$ cat src/rtl/pipe_ctrl.sv
// Pipeline run/drain/halt controller with load-use stall, branch flush
// and saturating performance counters (cycle, stall, flush).
module pipe_ctrl #(
  parameter int CNT_W        = 16,
  parameter int DRAIN_CYCLES = 4
) (
  input  logic             clk,
  input  logic             rst_n,
  input  logic             start,
  input  logic             halt_req,
  input  logic             clr_cnt,
  input  logic             id_valid,
  input  logic [4:0]       id_rs,
  input  logic [4:0]       id_rt,
  input  logic             id_uses_rt,
  input  logic             ex_memread,
  input  logic [4:0]       ex_rd,
  input  logic             mem_br_taken,
  output logic             pc_we,
  output logic             ifid_we,
  output logic             ifid_flush,
  output logic             idex_bubble,
  output logic             exmem_flush,
  output logic [1:0]       state,
  output logic [CNT_W-1:0] cycle_cnt,
  output logic [CNT_W-1:0] stall_cnt,
  output logic [CNT_W-1:0] flush_cnt
);

  typedef enum logic [1:0] {
    IDLE  = 2'b00,
    RUN   = 2'b01,
    DRAIN = 2'b10,
    HALT  = 2'b11
  } state_t;

  localparam logic [2:0] LAST = 3'(DRAIN_CYCLES - 1);

  state_t     cur, nxt;
  logic [2:0] drain_cnt, drain_nxt;
  logic       load_use;
  logic       ev_br, ev_hlt, ev_lu;
  logic       inc_cyc, inc_stall, inc_flush;

  assign state = cur;

  assign load_use = id_valid && ex_memread && (ex_rd != 5'd0) &&
                    ((ex_rd == id_rs) ||
                     (id_uses_rt && (ex_rd == id_rt)));

  // Mutually exclusive RUN events in priority order.
  assign ev_br  = mem_br_taken;
  assign ev_hlt = halt_req && !mem_br_taken;
  assign ev_lu  = load_use && !mem_br_taken && !halt_req;

  always_ff @(posedge clk or negedge rst_n) begin
    if (!rst_n) begin
      cur       <= IDLE;
      drain_cnt <= 3'd0;
    end else begin
      cur       <= nxt;
      drain_cnt <= drain_nxt;
    end
  end

  always_comb begin
    pc_we       = 1'b0;
    ifid_we     = 1'b0;
    ifid_flush  = 1'b0;
    idex_bubble = 1'b0;
    exmem_flush = 1'b0;
    nxt         = cur;
    drain_nxt   = drain_cnt;
    inc_cyc     = 1'b0;
    inc_stall   = 1'b0;
    inc_flush   = 1'b0;
    unique case (cur)
      IDLE, HALT: begin
        ifid_flush  = 1'b1;
        idex_bubble = 1'b1;
        exmem_flush = 1'b1;
        if (start) nxt = RUN;
      end
      RUN: begin
        inc_cyc = 1'b1;
        unique case (1'b1)
          ev_br: begin
            pc_we       = 1'b1;
            ifid_we     = 1'b1;
            ifid_flush  = 1'b1;
            idex_bubble = 1'b1;
            exmem_flush = 1'b1;
            inc_flush   = 1'b1;
            // Halt still honoured; PC takes the target first.
            if (halt_req) begin
              nxt       = DRAIN;
              drain_nxt = 3'd0;
            end
          end
          ev_hlt: begin
            ifid_we    = 1'b1;
            ifid_flush = 1'b1;
            nxt        = DRAIN;
            drain_nxt  = 3'd0;
          end
          ev_lu: begin
            idex_bubble = 1'b1;
            inc_stall   = 1'b1;
          end
          default: begin
            pc_we   = 1'b1;
            ifid_we = 1'b1;
          end
        endcase
      end
      DRAIN: begin
        inc_cyc    = 1'b1;
        ifid_we    = 1'b1;
        ifid_flush = 1'b1;
        if (mem_br_taken) begin
          pc_we       = 1'b1;
          idex_bubble = 1'b1;
          exmem_flush = 1'b1;
          inc_flush   = 1'b1;
        end
        drain_nxt = drain_cnt + 3'd1;
        if (drain_cnt == LAST) nxt = HALT;
      end
      default: nxt = IDLE;
    endcase
  end

  localparam logic [CNT_W-1:0] CMAX = '1;

  always_ff @(posedge clk or negedge rst_n) begin
    if (!rst_n) begin
      cycle_cnt <= '0;
      stall_cnt <= '0;
      flush_cnt <= '0;
    end else if (clr_cnt) begin
      cycle_cnt <= '0;
      stall_cnt <= '0;
      flush_cnt <= '0;
    end else begin
      if (inc_cyc && cycle_cnt != CMAX)
        cycle_cnt <= cycle_cnt + 1'b1;
      if (inc_stall && stall_cnt != CMAX)
        stall_cnt <= stall_cnt + 1'b1;
      if (inc_flush && flush_cnt != CMAX)
        flush_cnt <= flush_cnt + 1'b1;
    end
  end

endmodule

$ cat config.mk
export PLATFORM = sky130hd
export DESIGN_NAME = pipe_ctrl
export DESIGN_NICKNAME = d
export VERILOG_FILES = /design/src/rtl/pipe_ctrl.sv
export SDC_FILE = /design/constraint.sdc
export NUM_CORES = 1
export LEC_CHECK = 0
export CAP_MARGIN = 0
export CORE_MARGIN = 1.5
export CORE_UTILIZATION = 49
export DETAILED_ROUTE_END_ITERATION = 7
export PLACE_DENSITY = 0.8
export SLEW_MARGIN = 20
export SYNTH_ARGS = -nofsm -noshare
export SYNTH_HDL_FRONTEND = slang
export SYNTH_SLANG_ARGS = --single-unit
$ cat constraint.sdc
create_clock -name clk -period 2.85 [get_ports clk]
set_input_delay 0.57 -clock clk [delete_from_list [all_inputs] [get_ports clk]]
set_output_delay 0.57 -clock clk [all_outputs]
set_load 0.1 [all_outputs]
---- Word level (Yosys, flattened, before mapping) ----
Cells that the tools add are included.
storage, ports and cells
  register bits ........................... 53
  output and inout port bits .............. 55
  input port bits ......................... 24
  word-level logic and storage cells ...... 77
operators by class
  reductions and logical operators ........ 27
  multiplexer cells ....................... 28
  equal/unequal tests ..................... 13
  $add $sub $neg .......................... 4
operators with widths
  kind                                                             count
  16-bit two-way mux                                               6
  16-bit by 1-bit adder with 16-bit output, second input constant  3
  16-bit inequality test, second input constant                    3
  3-bit one-hot mux with 2 select lines                            2
  5-bit == test                                                    2
  1-bit logical AND                                                10
  2-bit OR reduction                                               5
  1-bit two-way mux                                                9
  1-bit one-hot mux with 2 select lines                            4
  2-bit nonzero test                                               4
  2-bit two-way mux                                                3
  3-bit inequality test, second input constant                     2
  2-bit one-hot mux with 3 select lines                            1
  5-bit nonzero test                                               1
  2-bit == test, second input constant                             2
  2-bit inequality test, second input constant                     2
  2-bit one-hot mux with 2 select lines                            1
  4-bit AND reduction                                              1
  3-bit by 1-bit adder with 3-bit output, second input constant    1
  3-bit by 2-bit == test with 1-bit output, second input constant  1
  3-bit two-way mux                                                1
  1-bit one-hot mux with 3 select lines                            1
  3-bit AND reduction                                              1
  3-bit OR reduction                                               1
  4 further kinds                                                  5

---- Logic depth before layout (Yosys ltp) ----
  depth in word-level cells ............... 11
  mapped depth ............................ 9
  gate-level depth less buffers ........... 8

---- Least setup slack after synthesis ----
No wires, ideal clock.
  path kind ............................... flip-flop to output port
  start point ............................. register cur[0], in the netlist state[0]
  end point ............................... output pc_we
  arrival time ............................ 3.839 ns
  buffers on the path ..................... 1
  slack ................................... -1.559 ns
  cell stages (with the launch flop) ...... 5
  data required time ...................... 2.280 ns
  cell sequence ........................... dfrtp_1 inv_1 ha_1 clkbuf_1 o31ai_1
between the ends
  cells in the longest elaborated chain, start to end .. 2
  elaborated cells on any way between the ends .. 3
  classes of those cells .................. eq/ne: 2; mux: 1
RTL lines
  item                                                                              RTL line  text
  from (decl)                                                                       39        state_t cur, nxt;
  from (signal assigned)                                                            61        cur <= nxt;
  2-bit == test / 2-bit by 1-bit == test with 1-bit output (equally long branches)  77        unique case (cur)
  1-bit one-hot mux with 2 select lines *                                           77
  to (decl)                                                                         19        output logic pc_we,
Mark *: on every way between the ends. The rest lies on a longest branch, timed or not.

---- Worst setup path in the final report ----
  start point ............................. input ex_rd[4]
  end point ............................... output idex_bubble
between the ends
  cells in the longest elaborated chain, start to end .. 9
  elaborated cells on any way between the ends .. 12
  classes of those cells .................. eq/ne: 2; mux: 2; reduce/logical: 8
RTL lines
  item                                     RTL line  text
  from (decl)                              17        input logic [4:0] ex_rd,
  5-bit == test                            49        (id_uses_rt && (ex_rd == id_rt)));
  1-bit logical AND                        49
  1-bit logical OR                         48        ((ex_rd == id_rs) ||
  1-bit logical AND *                      47        assign load_use = id_valid && ex_memread && (ex_rd != 5'd0) &&
  1-bit logical AND * (2 in series)        54        assign ev_lu = load_use && !mem_br_taken && !halt_req;
  2-bit OR reduction (no source line) *    -
  1-bit two-way mux *                      86        unique case (1'b1)
  1-bit one-hot mux with 3 select lines *  77
  to (decl)                                22        output logic idex_bubble,
Marked as above.

==> out/metrics.csv <==
metric;value;unit
status;finished, final reports clean;
GRT overflow;0;
vias in the first global route;2482;
Final Wtd Congestion;0.8066;
synthesized flop and latch total;53;
first-pass GRT wire length;11.28;mm
chip height;81.46;um
RSZ-0062 raised after global routing;yes;
largest net degree at the start of global routing;34;
CP cell instances;clkdlybuf4s50_1, xnor2_2, nand4_1, o22ai_4, nand2_1, o211ai_1, buf_12;
Critical Path RT;2280;ps
CP bufs+invs;2;
fmax;0.3594;GHz
GR Util All Layers;21.81;%
Synth Net Count;349;
EDFF count, synth;0;
DR vias/cell;5.535;
initial core utilization;50.95;%
number of iterations in the first detailed-routing pass;4;
final core utilization;66.91;%
Final min period;2782;ps
DRT antenna net count;0;
Setup Buffers After CTS;0;
initial antenna violation count;0;
final instance area;3961;sq um
critical path's slowest cell;clkdlybuf4s50_1;
Core ar.;5921;sq um
Synth top area share;43.97;%
critical path startpoint category;primary input;
Ys Warns;0;
die area;6636;sq um
Slew Viols, Final;0;
register area share after synthesis;43.97;%
hold_buf cts;0;
number of max-cap violations;0;
worst r2r src;state[0]$_DFFE_PN0P_;
LEAKAGE;1.720;nW
Worst path top cell family by delay;buffers and inverters;
DIE WIDTH;81.46;um
Hold Violations, Final;0;
num ports;79;
WL/cell;14.09;um
total power;2.701;mW
Setup CP Type;primary input to primary output;
Iteration-0 DRC Markers;105;
row cnt;28;
IO buf count;78;
CTS tree;built;
Max IR drop VDD;433.7;uV
synth top area cells;dfrtp_1 44%, nor2_1 6.2%, xor2_1 5.8%, xnor2_1 5.5%, nand4_1 3.5%;
HP Class;primary input to async pin;
Total Wirelength;6.722;mm
pwr dens;682.0;nW/um^2
Synth Cell Area;3017;sq um
Post-Syn Instances;317;
CTS sink count;53;
commonest non-fill, non-tap cell in the layout;buf_4;
Layout Nets;433;
mean area per synthesized cell;9.516;sq um
maximum root-to-sink buffer count;2;
FF+latch area;1329;sq um
share of post-route cells with drive strength above 1;24.38;%
critical path arrival;2210;ps
CTS clk-pin slew, worst paths;100;ps
Final HPWL DP;5.089;mm
Filler Cell Count;469;
highest-count cells in the layout ignoring fill and taps;57 x buf_4, 51 x dfrtp_1, 50 x nor2_1, 25 x nand2_1;
Slew HR;57.17;%
Worst Setup SP;ex_rd[4];
H-tree depth reported by CTS;2;
CTS root buffer;clkbuf_8;
worst-margin pin slew;636.6;ps
Setup-failing EPs final;0;
hold slack;226.6;ps
n_diodes;0;
Synth-to-Final Area Change;31.31;%
multi-input logic area;1654;sq um
Synth Flop Type;dfrtp_1;
total CTS buffers;5;
clk_skew;8.258;ps
synth unique cells;47;
vias;2640;
Clk Latency, worst-skew pair;300;ps
crit-path max cell delay;570;ps
critical path endpoint category;primary output;
placed cell areas;3871;sq um
Async SR Flop Fraction;100.0;%
Total Neg Setup Slack;0;ps
post-cts sizing count;0;
CP Max Fanout;3;
final period utilization;97.62;%
DRC viols;0;
Synth area leader;dfrtp_1;
## area by class of cell
class                      count  share of cell area (%)
clock buffer                   6                   1.832
multi-input combinational    248                   41.76
sequential                    53                   33.54
clock inverter                 2                  0.3790
inverter                       7                  0.6633
timing repair buffer          86                   19.46
tap                           75                   2.369
## report_power, final
group,internal (mW),total (mW),leakage (nW),switching (mW)
clock network,0.174,0.418,0.0374,0.244
logic,0.456,1.43,0.952,0.972
registers,0.805,0.855,0.730,0.0500
total,1.43,2.70,1.72,1.27
## worst paths after layout
path,endpoint,slack [ps],depth (start not counted)
worst min-delay path,flush_cnt[8]$_DFFE_PN0P_,230,1
max in group asynchronous,state[1]$_DFFE_PN0P_,2060,2
worst max-delay path,idex_bubble,70,7
worst max register to register,flush_cnt[15]$_DFFE_PN0P_,500,8
worst min register to register,drain_cnt[1]$_DFFE_PN0P_,520,2
min in group clk,drain_cnt[1]$_DFFE_PN0P_,520,2
## routing by layer
layer	GRT usage (%)	share of wire [%]
met2	36.94	49
met4	6.897	1.5
met1	27.60	44
met3	4.889	5.2
met5	0	0
## logic make-up after synthesis
family          after synthesis  share of synthesized area, %
xor+xnor                     39                         11.32
fa+ha+maj                     8                         3.318
compound gates               37                         9.001
flops                        53                         43.97
mux                           6                         2.198
buf+inv                      16                         2.779
simple gates                158                         27.42
## flip-flops by register name (all words and copies together), names as in the netlist
name	count
stall_cnt	16
state	2
drain_cnt	3
cycle_cnt	16
flush_cnt	16
## worst register-to-register path, cell delays in order, from the launching register on
cell	delay (ps)
dfrtp_2	410
inv_1	50
ha_1	400
nor2b_1	240
nand3_1	170
a2111oi_2	550
nand4_1	180
xor2_1	160
nor2_1	60
## cells in the mapped netlist, types with 2 or more instances
master	n
xnor2_1	19
a21oi_2	9
xor2_1	20
buf_1	2
nand2_1	25
nor4_1	3
o31ai_1	5
dfrtp_1	53
and3_1	4
a21oi_1	4
clkbuf_1	5
nor2b_1	5
nand3_1	19
or4_1	7
a31oi_1	2
o21ai_1	4
nand4_1	17
inv_1	7
and4_1	3
nor2_1	50
or3_1	7
ha_1	8
nor3_1	6
mux2i_1	4
o21ai_0	7
## per-stage QoR
| step | setup slack (ps) | std cells |
|---|---|---|
| floorplan | -439.2 | 317 |
| global placement | 104.6 | 469 |
| detailed placement | 58.21 | 469 |
| finish | 67.94 | 477 |
| global route | -24.56 | 477 |
| CTS | 53.74 | 477 |
Power figures use the tool's default switching activity.
